**src/rtl/cordic_pkg.sv**
```systemverilog
// rtl/cordic_pkg.sv - shared types and helpers for the CORDIC datapath
package cordic_pkg;

    typedef enum logic [1:0] {
        ALU_ADD = 2'd0,
        ALU_SUB = 2'd1,
        ALU_NOP = 2'd2,
        ALU_DIR = 2'd3
    } alu_op_t;

    localparam int DEFAULT_WORD_WIDTH = 16;

    // Largest positive two's-complement value of width w (w up to 31)
    function automatic int sat_max(input int w);
        return (1 << (w - 1)) - 1;
    endfunction

    // Most negative two's-complement value of width w (w up to 31)
    function automatic int sat_min(input int w);
        return -(1 << (w - 1));
    endfunction

endpackage

```
**src/rtl/ars_shifter.sv**
```systemverilog
// rtl/ars_shifter.sv - combinational arithmetic right barrel shifter
module ars_shifter #(
    parameter int WORD_WIDTH  = 16,
    parameter int SHIFT_WIDTH = 4
) (
    input  logic signed [WORD_WIDTH-1:0]  din,
    input  logic        [SHIFT_WIDTH-1:0] shamt,
    output logic signed [WORD_WIDTH-1:0]  dout
);

    // Sign-filling shift; a shift of WORD_WIDTH-1 leaves only sign copies
    always_comb begin
        dout = din >>> shamt;
    end

endmodule

```
**src/rtl/cordic_alu_pipe.sv**
```systemverilog
// rtl/cordic_alu_pipe.sv - two-stage shift/add ALU with valid/ready flow control
module cordic_alu_pipe
    import cordic_pkg::*;
#(
    parameter int WORD_WIDTH  = DEFAULT_WORD_WIDTH,
    parameter int SHIFT_WIDTH = 4,
    parameter int SATURATE    = 1
) (
    input  logic                         clk,
    input  logic                         rst,
    input  logic                         in_valid,
    output logic                         in_ready,
    input  logic [1:0]                   alu_op,
    input  logic                         dir,
    input  logic [SHIFT_WIDTH-1:0]       shamt,
    input  logic signed [WORD_WIDTH-1:0] A,
    input  logic signed [WORD_WIDTH-1:0] B,
    output logic                         out_valid,
    input  logic                         out_ready,
    output logic signed [WORD_WIDTH-1:0] alu_out,
    output logic                         overflow,
    output logic                         zero,
    output logic                         negative
);

    localparam logic signed [WORD_WIDTH-1:0] MAX_VAL = WORD_WIDTH'(sat_max(WORD_WIDTH));
    localparam logic signed [WORD_WIDTH-1:0] MIN_VAL = WORD_WIDTH'(sat_min(WORD_WIDTH));

    logic                         s1_valid;
    logic signed [WORD_WIDTH-1:0] s1_a;
    logic signed [WORD_WIDTH-1:0] s1_b;
    alu_op_t                      s1_op;
    logic                         s1_dir;

    logic                         s1_en;
    logic                         s2_en;
    logic signed [WORD_WIDTH-1:0] b_shifted;

    logic signed [WORD_WIDTH:0]   a_ext;
    logic signed [WORD_WIDTH:0]   b_ext;
    logic signed [WORD_WIDTH:0]   sum;
    logic                         sum_ovf;
    logic signed [WORD_WIDTH-1:0] result;

    assign s2_en    = !out_valid || out_ready;
    assign s1_en    = !s1_valid || s2_en;
    assign in_ready = s1_en;

    ars_shifter #(
        .WORD_WIDTH  (WORD_WIDTH),
        .SHIFT_WIDTH (SHIFT_WIDTH)
    ) u_shifter (
        .din   (B),
        .shamt (shamt),
        .dout  (b_shifted)
    );

    // Stage 1: capture A, the pre-shifted B and the operation
    always_ff @(posedge clk) begin
        if (rst) begin
            s1_valid <= 1'b0;
            s1_a     <= '0;
            s1_b     <= '0;
            s1_op    <= ALU_NOP;
            s1_dir   <= 1'b0;
        end else if (s1_en) begin
            s1_valid <= in_valid;
            if (in_valid) begin
                s1_a   <= A;
                s1_b   <= b_shifted;
                s1_op  <= alu_op_t'(alu_op);
                s1_dir <= dir;
            end
        end
    end

    // One extra bit of headroom so SUB of the most negative B' never wraps
    always_comb begin
        a_ext = {s1_a[WORD_WIDTH-1], s1_a};
        b_ext = {s1_b[WORD_WIDTH-1], s1_b};
        case (s1_op)
            ALU_ADD: sum = a_ext + b_ext;
            ALU_SUB: sum = a_ext - b_ext;
            ALU_DIR: sum = s1_dir ? (a_ext + b_ext) : (a_ext - b_ext);
            default: sum = a_ext;
        endcase
        sum_ovf = sum[WORD_WIDTH] ^ sum[WORD_WIDTH-1];
        if (sum_ovf && (SATURATE != 0)) begin
            result = sum[WORD_WIDTH] ? MIN_VAL : MAX_VAL;
        end else begin
            result = sum[WORD_WIDTH-1:0];
        end
    end

    // Stage 2: register the result and flags; held while downstream stalls
    always_ff @(posedge clk) begin
        if (rst) begin
            out_valid <= 1'b0;
            alu_out   <= '0;
            overflow  <= 1'b0;
            zero      <= 1'b0;
            negative  <= 1'b0;
        end else if (s2_en) begin
            out_valid <= s1_valid;
            if (s1_valid) begin
                alu_out  <= result;
                overflow <= sum_ovf;
                zero     <= (result == '0);
                negative <= result[WORD_WIDTH-1];
            end
        end
    end

endmodule
```
**config.mk**
```make
export PLATFORM = sky130hd
export DESIGN_NAME = cordic_alu_pipe
export DESIGN_NICKNAME = d
export VERILOG_FILES = /design/src/rtl/cordic_pkg.sv /design/src/rtl/ars_shifter.sv /design/src/rtl/cordic_alu_pipe.sv
export SDC_FILE = /design/constraint.sdc
export NUM_CORES = 1
export LEC_CHECK = 0
export CORE_MARGIN = 2
export CORE_UTILIZATION = 45
export DETAILED_ROUTE_END_ITERATION = 16
export PLACE_DENSITY = 0.7
export SLEW_MARGIN = 20
export SYNTH_ARGS = -nofsm -noshare
export SYNTH_HDL_FRONTEND = slang
export SYNTH_SLANG_ARGS = --single-unit
export TNS_END_PERCENT = 100
```
**constraint.sdc**
```tcl
create_clock -name clk -period 6.8 [get_ports clk]
set_input_delay 1.02 -clock clk [delete_from_list [all_inputs] [get_ports clk]]
set_output_delay 1.02 -clock clk [all_outputs]
set_load 0.005 [all_outputs]
```
==> out/qor.csv <==
stage,metric,value,unit
status,status,completed,
grt,grt_usage,25.89,%
power_and_ir_drop,leakagePower,2.168,nW
sta,worstMarginPinSlew,1.006,ns
floorplan,core,10750,um^2
sta,holdWs,0.4641,ns
floorplan,die_area,11750,um^2
cts,clock_sinks,55,
synth,netlist-cell-type-count,81,
cts,clk_pin_slew,0.11,ns
floorplan,start_util,45.65,%
cts,cts_tree,built,
floorplan,rows,38,
cts,clk_latency,0.33,ns
synth,yosysWarnings,0,
place,port_buffers,63,
setup_path,endpoint_kind,register,
synth,synth_area,4905,um^2
cts,cts_resized,0,
synth,syn_nets,741,
synth,synth_compound_area_share,32.30,%
final_layout,nets,767,
setup_path,rrSetupSlack,3.17,ns
synth,synth_top_area_share,22.45,%
power_and_ir_drop,peakVddDrop,0.0001029,V
cts,cts_setup_buffers,0,
setup_path,path_max_fanout,8,
routing,drt_iter0_drc,442,
synth,synthArstFlopShare,0,%
sta,hold_viol,0,
synth,synth.top_cells.by_count,"nand2_1, a21oi_1, nor2_1",
synth,synthAdderAreaFrac,8.980,%
routing,detail-route-antenna-nets,0,
synth,synth-xor-area-share,1.250,%
setup_path,critical_path_required,7.03,ns
synth,yosysSeqAreaShare,22.45,%
synth,synth_ff_type,dfxtp_1,
sta,min_period,3.625,ns
cts,cts_buffers,5,
sta,fin_setup_tns,0,ns
routing,first_pass_iters,5,
final_layout,syn_to_final_growth,14.69,%
synth,synth.most_common_cell,nand2_1,
sta,rsz0062_at_grt,no,
final_layout,layout-drive-gt1-share,6.368,%
sta,relSlewSlack,32.95,%
worst_hold_path,hold_class,register to register,
routing,wl,14820,um
floorplan,io_pins,64,
grt,grt_first_pass_wirelength,24040,um
cts,cts_max_level,2,
sta,skew,0.01317,ns
routing,routedWlPerCell,17.84,um
cts,ctsHoldBuffers,0,
grt,grt_overflow,0,
cts,cts_root_buf,clkbuf_8,
synth,ys_ff_latch,55,
synth,synthMuxAreaShare,6.173,%
synth,synth_edf_count,0,
cts,clk_path_buf_depth,2,
sta,post-route-period-util,53.32,%
floorplan,die_h,108.4,um
setup_path,critPathKind,register to register,
routing,viasPerCell,6.073,
setup_path,crit_arrival,3.86,ns
routing,vias,5047,
grt,antenna_found_initial,0,
final_layout,insertedDiodeCount,0,
setup_path,r2r-start,s1_a[0]$_SDFFE_PP0P_,
place,hpwlAfterDp,11420,um
sta,setup_viol,0,
setup_path,startpoint,s1_a[0]$_SDFFE_PP0P_,
setup_path,worstReg2RegEnd,zero$_SDFFE_PP0P_,
synth,yosys.area_share.simple,21.94,%
sta,final_max_slew_viol_count,0,
sta,fmax,275.8,MHz
synth,yosysTopAreaCell,dfxtp_1,
grt,grt_max_degree,57,
setup_path,endpoint,zero$_SDFFE_PP0P_,
power_and_ir_drop,p_per_area,171.2,nW/um^2
synth,ys_top_cells_by_area,"dfxtp_1, a21oi_1, ha_1",
synth,netlist_instances,664,
run,maxCapViolations,0,
setup_path,start_kind,register,
synth,synth_area_per_cell,7.387,um^2
routing,drc,0,
setup_path,reg2regPathDepth,12,
grt,grt_pass1_vias,4818,
synth,synth_top_family_by_area,compound AO/OA/AOI/OAI gates,
floorplan,die_width,108.4,um
place,routabilityCongestion,0.9495,
## metal layers
| metal | vias up | part of all wire [%] | GRT usage, % |
|---|---|---|---|
| met5 | - | 0 | 0 |
| met2 | 202 | 48 | 43.84 |
| met1 | 2351 | 45 | 34.92 |
| li1 | 2472 | - | - |
| met4 | 0 | 1.8 | 7.418 |
| met3 | 22 | 5.4 | 2.471 |
## flip-flops by register name (all words and copies together), names as in the netlist
| signal | flops |
|---|---|
| s1_a | 16 |
| s1_valid | 1 |
| out_valid | 1 |
| alu_out | 16 |
| overflow | 1 |
| s1_dir | 1 |
| zero | 1 |
| s1_b | 16 |
| s1_op | 2 |
## final cells by class
cell class	count	area, um^2
fillers	1085	5120
clock buffers	6	72.57
flip-flops and latches	55	1101
well taps	140	175.2
inverters	30	115.1
clock inverters	2	38.79
multi-input cells	531	3467
repair buffers	67	655.6
## critical path: stages, from the launching register on
cell       delay, ns
dfxtp_1         0.42
inv_1           0.06
ha_1            0.23
fa_1            0.41
nand2b_1        0.22
a211oi_1        0.25
o21ai_0         0.18
a31oi_1         0.52
o2111ai_1       0.28
o2bb2ai_2       0.44
nand4b_1        0.19
o41ai_2         0.07
a41o_1          0.26
## through the flow
step	power (mW)	cells	util (%)	instance area, um^2	setup WS, ns
2_1_floorplan	0.6252	664	-	4905	3.818
3_3_place_gp	0.7334	823	51.29	5512	3.234
3_5_place_dp	0.7369	823	51.29	5512	3.217
4_1_cts	0.9603	831	52.33	5623	3.204
5_1_grt	1.019	831	52.35	5625	2.989
6_report	0.9633	831	52.35	5625	3.175
## cell usage in the layout (no fill, tap or decap), drive strengths merged, types with 5 or more instances in the layout
cell type	n
nand2	95
a21oi	81
nor2	67
clkdlybuf4s50	62
dfxtp	55
ha	32
o21ai	31
inv	31
a211oi	24
o211ai	20
nor3	16
mux2i	13
nand2b	12
nor2b	11
mux2	9
nand3	8
a31oi	7
xnor2	6
clkbuf	6
o311ai	6
and2	5
o31ai	5
a211o	5
buf	5
## cell families (layout without fill, tap and decap cells)
kind of cell	after synthesis	in the layout
AOI/OAI and AO/OA	230	230
xor gates and xnor gates	7	7
adders and majority gates	34	34
buffers and inverters	78	105
DFF	55	55
muxes	25	25
and+or+nand+nor	235	235
## report_power, final
group,total (mW),leakage (nW),internal (mW),switching [mW]
Combinational,0.373,1.66,0.153,0.220
Clock,0.225,0.0558,0.111,0.114
Sequential,0.365,0.453,0.344,0.0214
Total,0.963,2.17,0.608,0.355
## how the worst min path moves through the flow
| stage | slack (ns) | end | depth (start not counted) | startpoint |
|---|---|---|---|---|
| after detailed placement | 0.45 | alu_out[8]$_SDFFE_PP0P_ | 2 | alu_out[8]$_SDFFE_PP0P_ |
| after global routing | 0.50 | alu_out[1]$_SDFFE_PP0P_ | 2 | alu_out[1]$_SDFFE_PP0P_ |
| after global placement | 0.45 | alu_out[1]$_SDFFE_PP0P_ | 2 | alu_out[1]$_SDFFE_PP0P_ |
| final | 0.46 | alu_out[8]$_SDFFE_PP0P_ | 2 | alu_out[8]$_SDFFE_PP0P_ |
| after CTS | 0.47 | alu_out[8]$_SDFFE_PP0P_ | 2 | alu_out[8]$_SDFFE_PP0P_ |
| after floorplan | 0.45 | alu_out[11]$_SDFFE_PP0P_ | 2 | alu_out[11]$_SDFFE_PP0P_ |
No activity file was read; power rests on OpenSTA's default activity.
